## config.mk

```make
export PLATFORM = sky130hd
export DESIGN_NAME = imem_loader_flat
export DESIGN_NICKNAME = d
export VERILOG_FILES = /design/src/rtl/imem_pkg.sv /design/src/rtl/imem_loader_if.sv /design/src/rtl/imem_ram.sv /design/src/rtl/imem_loader.sv /design/src/flat_wrapper.sv
export SDC_FILE = /design/constraint.sdc
export NUM_CORES = 1
export LEC_CHECK = 0
export ABC_AREA = 0
export BUFFER_PORTS_ARGS = -buffer_cell sky130_fd_sc_hd__buf_4
export CORE_MARGIN = 8
export CORE_UTILIZATION = 45
export DETAILED_ROUTE_END_ITERATION = 10
export MAX_ROUTING_LAYER = met4
export PLACE_DENSITY = 0.71
export SLEW_MARGIN = 20
export SYNTH_ARGS = -nofsm -noshare
export SYNTH_HDL_FRONTEND = slang
export SYNTH_SLANG_ARGS = --single-unit
```

## constraint.sdc

```tcl
create_clock -name clk -period 4.7 [get_ports clk]
set_clock_uncertainty 0.1 [all_clocks]
set_input_delay 0.94 -clock clk [delete_from_list [all_inputs] [get_ports clk]]
set_output_delay 0.94 -clock clk [all_outputs]
set_load 0.1 [all_outputs]
```

## src/rtl/imem_pkg.sv

```systemverilog
// imem_pkg: shared widths and loader state encoding for the instruction store
package imem_pkg;
  localparam int DATA_W = 9;
  localparam int ADDR_W = 5;
  localparam int DEPTH  = 1 << ADDR_W;
  typedef enum logic [1:0] {IDLE, LOAD, RUN} loader_state_t;
endpackage

```

## src/rtl/imem_loader_if.sv

```systemverilog
// imem_loader_if: valid/ready write stream carrying instruction words into the loader
interface imem_loader_if;
  import imem_pkg::*;
  logic              wr_valid;
  logic [DATA_W-1:0] wr_data;
  logic              wr_last;
  logic              wr_ready;
  modport master (output wr_valid, wr_data, wr_last, input wr_ready);
  modport slave (input wr_valid, wr_data, wr_last, output wr_ready);
endinterface

```

## src/rtl/imem_ram.sv

```systemverilog
// imem_ram: simple dual-port RAM, one write port and one registered read port
module imem_ram #(
  parameter int DATA_W = 9,
  parameter int ADDR_W = 5
) (
  input  logic              clk,
  input  logic              we,
  input  logic [ADDR_W-1:0] waddr,
  input  logic [DATA_W-1:0] wdata,
  input  logic [ADDR_W-1:0] raddr,
  output logic [DATA_W-1:0] rdata
);
  logic [DATA_W-1:0] mem [1 << ADDR_W];
  // write when enabled, read the addressed word every cycle
  always_ff @(posedge clk) begin
    if (we) mem[waddr] <= wdata;
    rdata <= mem[raddr];
  end
endmodule

```

## src/rtl/imem_loader.sv

```systemverilog
// imem_loader: reloadable program store with a streaming write side and a wrapping fetch side
module imem_loader
  import imem_pkg::*;
(
  input  logic              clk,
  input  logic              resetn,
  input  logic              load_start,
  imem_loader_if.slave      wr,
  input  logic              fetch_en,
  output logic [ADDR_W-1:0] fetch_addr,
  output logic [DATA_W-1:0] fetch_data,
  output logic              loaded,
  output logic [ADDR_W:0]   word_count,
  output logic              trunc
);
  loader_state_t     state;
  logic [ADDR_W-1:0] wr_ptr;
  logic [DATA_W-1:0] rdata;
  logic              rd_ok;
  logic              xfer;
  logic              wrap;
  assign wr.wr_ready = state == LOAD;
  assign xfer = wr.wr_valid && wr.wr_ready;
  assign wrap = {1'b0, fetch_addr} == word_count - (ADDR_W+1)'(1);
  // rd_ok marks that rdata holds a read issued while running, so stale or pre-load data never leaks out
  assign fetch_data = rd_ok ? rdata : '0;
  imem_ram #(.DATA_W(DATA_W), .ADDR_W(ADDR_W)) u_ram (
    .clk   (clk),
    .we    (xfer),
    .waddr (wr_ptr),
    .wdata (wr.wr_data),
    .raddr (fetch_addr),
    .rdata (rdata)
  );
  // loader FSM: idle until load_start, accept words until wr_last or full, then serve fetches
  always_ff @(posedge clk or negedge resetn) begin
    if (!resetn) begin
      state      <= IDLE;
      wr_ptr     <= '0;
      word_count <= '0;
      trunc      <= 1'b0;
      loaded     <= 1'b0;
      fetch_addr <= '0;
      rd_ok      <= 1'b0;
    end else begin
      rd_ok <= state == RUN && !load_start;
      case (state)
        IDLE: if (load_start) begin
          state      <= LOAD;
          wr_ptr     <= '0;
          word_count <= '0;
          trunc      <= 1'b0;
        end
        LOAD: if (xfer) begin
          wr_ptr     <= wr_ptr + ADDR_W'(1);
          word_count <= word_count + (ADDR_W+1)'(1);
          if (wr.wr_last || wr_ptr == ADDR_W'(DEPTH-1)) begin
            state      <= RUN;
            loaded     <= 1'b1;
            fetch_addr <= '0;
            trunc      <= !wr.wr_last;
          end
        end
        RUN: if (load_start) begin
          state      <= LOAD;
          loaded     <= 1'b0;
          fetch_addr <= '0;
          wr_ptr     <= '0;
          word_count <= '0;
          trunc      <= 1'b0;
        end else if (fetch_en) begin
          fetch_addr <= wrap ? '0 : fetch_addr + ADDR_W'(1);
        end
        default: state <= IDLE;
      endcase
    end
  end
endmodule
```

## src/flat_wrapper.sv

```systemverilog
// flat-port wrapper written by rule: the top's interface ports become plain ports
module imem_loader_flat import imem_pkg::*;
  (clk, resetn, load_start, fetch_en, fetch_addr, fetch_data, loaded, word_count, trunc, wr_wr_valid, wr_wr_data, wr_wr_last, wr_wr_ready);
  imem_loader_if wr_i ();
  input  logic clk;
  input  logic resetn;
  input  logic load_start;
  input  logic fetch_en;
  output logic [ADDR_W-1:0] fetch_addr;
  output logic [DATA_W-1:0] fetch_data;
  output logic loaded;
  output logic [ADDR_W:0] word_count;
  output logic trunc;
  input wire logic [$bits(wr_i.wr_valid)-1:0] wr_wr_valid;
  input wire logic [$bits(wr_i.wr_data)-1:0] wr_wr_data;
  input wire logic [$bits(wr_i.wr_last)-1:0] wr_wr_last;
  output wire logic [$bits(wr_i.wr_ready)-1:0] wr_wr_ready;
  assign wr_i.wr_valid = wr_wr_valid;
  assign wr_i.wr_data = wr_wr_data;
  assign wr_i.wr_last = wr_wr_last;
  assign wr_wr_ready = wr_i.wr_ready;
  imem_loader u_core (.clk(clk), .resetn(resetn), .load_start(load_start), .wr(wr_i), .fetch_en(fetch_en), .fetch_addr(fetch_addr), .fetch_data(fetch_data), .loaded(loaded), .word_count(word_count), .trunc(trunc));
endmodule
```

==> results <==
- The flow ran to the end, and the final reports show no timing, DRC or antenna violations.
- Once the floorplan was initialized, standard cells occupied 45.32% of the core.
- Gates resized during post-CTS repair numbered 0.
- No sink is reached through more buffers than the 3 on the longest clock path.
- Counting flops and latches in the post-synthesis netlist gives 318.
- For this run, the detailed router's first-pass iteration total came to 6.
- Of the cells placed in the final design, the portion with a size suffix greater than 1 is 28.74%.
- Based on the critical path, the design can be clocked at up to 305.4 MHz.
- The number of cells on the worst reg-to-reg path is 4.
- The worst hold-check path type is input pin to async pin.
- After detailed routing, the number of vias per cell comes to 5.769.
- Counting the buffers created by CTS gives 30.
- After floorplanning, the core was sized to cover 27,630 µm².
- The first global-routing pass estimated 40,030 µm of wire.
- The start of the worst register-to-register path is u_core.fetch_addr[0].
- After layout, the worst path uses 69.67% of the clock period.
- The number of nets at the end of the flow is 674.
- The cell area that synthesis handed to floorplanning was 12,520 µm².
- The placed wire-length estimate is 16,650 µm.
- Setup violations remaining at the end of the flow were counted as 0.
- The analysis attributes to cell leakage a power of 4.518 nW.
- Leaving out fill and tap cells, the most frequent cell in the layout is sky130_fd_sc_hd__edfxtp_1.
- VDD sags by at most 0.2804 mV.
- Synthesis produced 603 cells.
- Setup repair after global routing left no endpoint under its margin.
- After detailed routing, the number of remaining DRC violations is 0.
- The launching element type of the critical path is a flip-flop.
- The post-CTS setup buffer count is 0.
- The number of global-route vias before repair came to 6,257.
- After floorplanning, the core was divided into 61 placement rows.
- The maximum fanout count along the critical path is 42.
- In this run the remaining antenna-violating nets after routing total 0.
- Dividing the synthesized area by the synthesized cell count gives 20.76 µm².
- Pin placement for this block handled 38 I/O pins.
- Total power for the finished layout comes to 7.194 mW.
- The setup slack on the worst flop-to-flop path is 1660 ps.
- The floorplan step set the die height to 182.8 µm.
- The largest net degree at the start of global routing is 78.
- STA puts the critical path data arrival time at 2230 ps.
- Sequential elements use 74.71% of the synthesized area.
- By startpoint and endpoint, the worst setup path is classified as flip-flop to output pin.
- The worst pin sits at a relative slew slack of 36.66%.
- The total count of max-transition violations in the final report is 0.
- The worst register-to-register path ends at u_core.u_ram.rdata[5].
- In the global route stage, overall resource usage came out at 16.35%.
- The die span in x is 182.8 µm.
- The area added between synthesis and finish is 13.70%.
- Across the run, the number of max-cap violations was 0.
- The number of vias after detailed routing is 6,081.
- The clock-pin slew reported for the worst setup and hold paths after clock tree synthesis is 60 ps.
- For this design, the sink count on the clock tree is 318.
- The mean routed wirelength per cell is 24.94 µm.
- Leaving out fill and tap cells, the most frequent cells in the layout are sky130_fd_sc_hd__edfxtp_1, sky130_fd_sc_hd__mux4_2, sky130_fd_sc_hd__buf_4.
- The H-tree depth is 1.
- The buffer type at the clock tree root is sky130_fd_sc_hd__clkbuf_16.
- The worst setup path is captured at an output pin.
- The initial antenna violation count came to 0.
- The total of buffers placed on input and output ports is 37.
- The number of library cell types mapped by synthesis is 38.
- The number of nets handed over by synthesis was 626.
- For this run the aggregate overflow at the end of global routing stands at 0.
- The last weighted congestion value of the routability-driven placer is 0.7995.
- For this design the ratio of total power to cell area is 505.3 nW/µm².
- TritonCTS built the clock tree.
- The count of hold buffers inserted by post-cts repair is 0.
- The final critical path time including I/O delays and setup is 3274 ps.
- The total wirelength of the detailed-routed design is 26,290 µm.
- The later pin in the worst-skew pair is clocked with a latency of 540 ps.
- The overall die area is 33,420 µm².
- For the pin with the worst max-slew slack, the measured transition is 946.6 ps.
- The critical path required time is 3660 ps.
- The number of hold violations in the final report was 0.
- For this run, the number of Yosys warnings is 0.
- The number of violations reported at the end of detailed-routing iteration 0 is 724.
- The sum of negative setup slack is 0 ps.
[logic make-up (layout without fill, tap and decap cells)]
| family | after synthesis | in the layout | share of synthesized area, % |
|---|---|---|---|
| flops | 318 | 318 | 74.71 |
| simple gates | 107 | 107 | 4.107 |
| mux | 99 | 99 | 17.00 |
| buf+inv | 36 | 108 | 1.439 |
| compound gates | 25 | 25 | 1.249 |
| xor+xnor | 10 | 10 | 0.6995 |
| fa+ha+maj | 8 | 8 | 0.7995 |
| other cells | 0 | 1 | 0 |
[final cells by class]
class	instances	area (µm²)
fill	2132	13390
sequential	318	9361
antenna	1	2.502
inverter	7	26.28
clock inverter	20	229.0
clock buffer	36	794.5
tap	378	473.0
multi-input combinational	249	2987
timing repair buffer	45	362.8
[worst max-delay path by stage]
| stage | from | end | cells past startpoint |
|---|---|---|---|
| 2_1_floorplan | u_core.fetch_addr[0] | u_core.u_ram.rdata[0] | 6 |
| 3_3_place_gp | wr_wr_valid | u_core.u_ram.mem[6][4] | 5 |
| 3_5_place_dp | wr_wr_valid | u_core.u_ram.mem[27][6] | 4 |
| 4_1_cts | u_core.fetch_addr[0] | fetch_addr[0] | 2 |
| 5_1_grt | u_core.fetch_addr[0] | fetch_addr[0] | 2 |
| 6_report | u_core.fetch_addr[0] | fetch_addr[0] | 2 |
[metal layers]
| metal | track usage (%) | vias to the layer above | routed length (µm) |
|---|---|---|---|
| li1 | - | 2561 | - |
| met1 | 22.03 | 3224 | 10750 |
| met2 | 26.85 | 258 | 13200 |
| met3 | 1.801 | 38 | 1910 |
| met4 | 3.546 | 0 | 423 |
| met5 | - | - | 0 |
[sequential cells by signal, indices dropped and copies added, names as in the netlist]
register	flops
u_core.u_ram.mem	288
u_core.u_ram.rdata	9
u_core.word_count	6
u_core.fetch_addr	5
u_core.wr_ptr	5
u_core.state	2
u_core.loaded	1
u_core.rd_ok	1
u_core.trunc	1
[worst max-delay path, cell delays in order (launching register included)]
cell                      delay [ps]
sky130_fd_sc_hd__dfrtp_4         930
sky130_fd_sc_hd__buf_12          380
sky130_fd_sc_hd__buf_4           360
[cell usage after synthesis]
cell	instances	area [µm²]
sky130_fd_sc_hd__nand3b_1	4	30.03
sky130_fd_sc_hd__edfxtp_1	288	8648
sky130_fd_sc_hd__clkbuf_1	17	63.81
sky130_fd_sc_hd__o2111ai_1	1	8.760
sky130_fd_sc_hd__mux4_2	90	2027
sky130_fd_sc_hd__xor2_1	6	52.55
sky130_fd_sc_hd__nand2b_1	4	25.02
sky130_fd_sc_hd__nand2_1	23	86.33
sky130_fd_sc_hd__nand3_1	7	35.03
sky130_fd_sc_hd__and3b_1	1	8.760
sky130_fd_sc_hd__and2_1	10	62.56
sky130_fd_sc_hd__buf_6	5	56.30
sky130_fd_sc_hd__nor3b_1	2	15.01
sky130_fd_sc_hd__buf_2	6	30.03
sky130_fd_sc_hd__nor3_1	2	10.01
sky130_fd_sc_hd__a31oi_1	1	6.260
sky130_fd_sc_hd__nand4_1	3	18.77
sky130_fd_sc_hd__buf_1	1	3.750
sky130_fd_sc_hd__or4_1	1	7.510
sky130_fd_sc_hd__o21ai_0	10	50.05
sky130_fd_sc_hd__or3_1	3	18.77
sky130_fd_sc_hd__o21ai_1	3	15.01
sky130_fd_sc_hd__dfrtp_1	21	525.5
sky130_fd_sc_hd__o31ai_1	3	22.52
sky130_fd_sc_hd__a211oi_1	1	7.510
sky130_fd_sc_hd__ha_1	8	100.1
sky130_fd_sc_hd__o211ai_1	4	30.03
sky130_fd_sc_hd__o22a_1	1	8.760
sky130_fd_sc_hd__xnor2_1	4	35.03
sky130_fd_sc_hd__and4_1	1	8.760
sky130_fd_sc_hd__nor2_1	42	157.7
sky130_fd_sc_hd__dfxtp_1	9	180.2
sky130_fd_sc_hd__inv_1	7	26.28
sky130_fd_sc_hd__nor2b_1	1	6.260
sky130_fd_sc_hd__or3b_2	2	17.52
sky130_fd_sc_hd__o21a_1	1	7.510
sky130_fd_sc_hd__mux2_2	9	101.4
sky130_fd_sc_hd__and3_1	1	6.260
[metrics by stage]
stage          instances  hold slack [ps]  worst slack [ps]  utilization (%)  area, µm²
5_1_grt             1053            178.7              1245            51.52      14230
6_report            1054            175.8              1426            51.53      14240
3_5_place_dp         996            393.1              1458            47.74      13190
3_3_place_gp         996            388.7              1520            47.74      13190
4_1_cts             1052            163.6              1327            51.44      14210
2_1_floorplan        603            381.8              1778                -      12520
[where the power goes]
| group | internal (mW) | total [mW] | leakage [nW] | switching (mW) |
|---|---|---|---|---|
| logic | 0.604 | 1.34 | 1.07 | 0.737 |
| registers | 3.20 | 3.37 | 2.94 | 0.172 |
| clock network | 1.48 | 2.48 | 0.503 | 1.00 |
| total | 5.28 | 7.19 | 4.52 | 1.91 |
No activity file was read; power rests on OpenSTA's default activity.
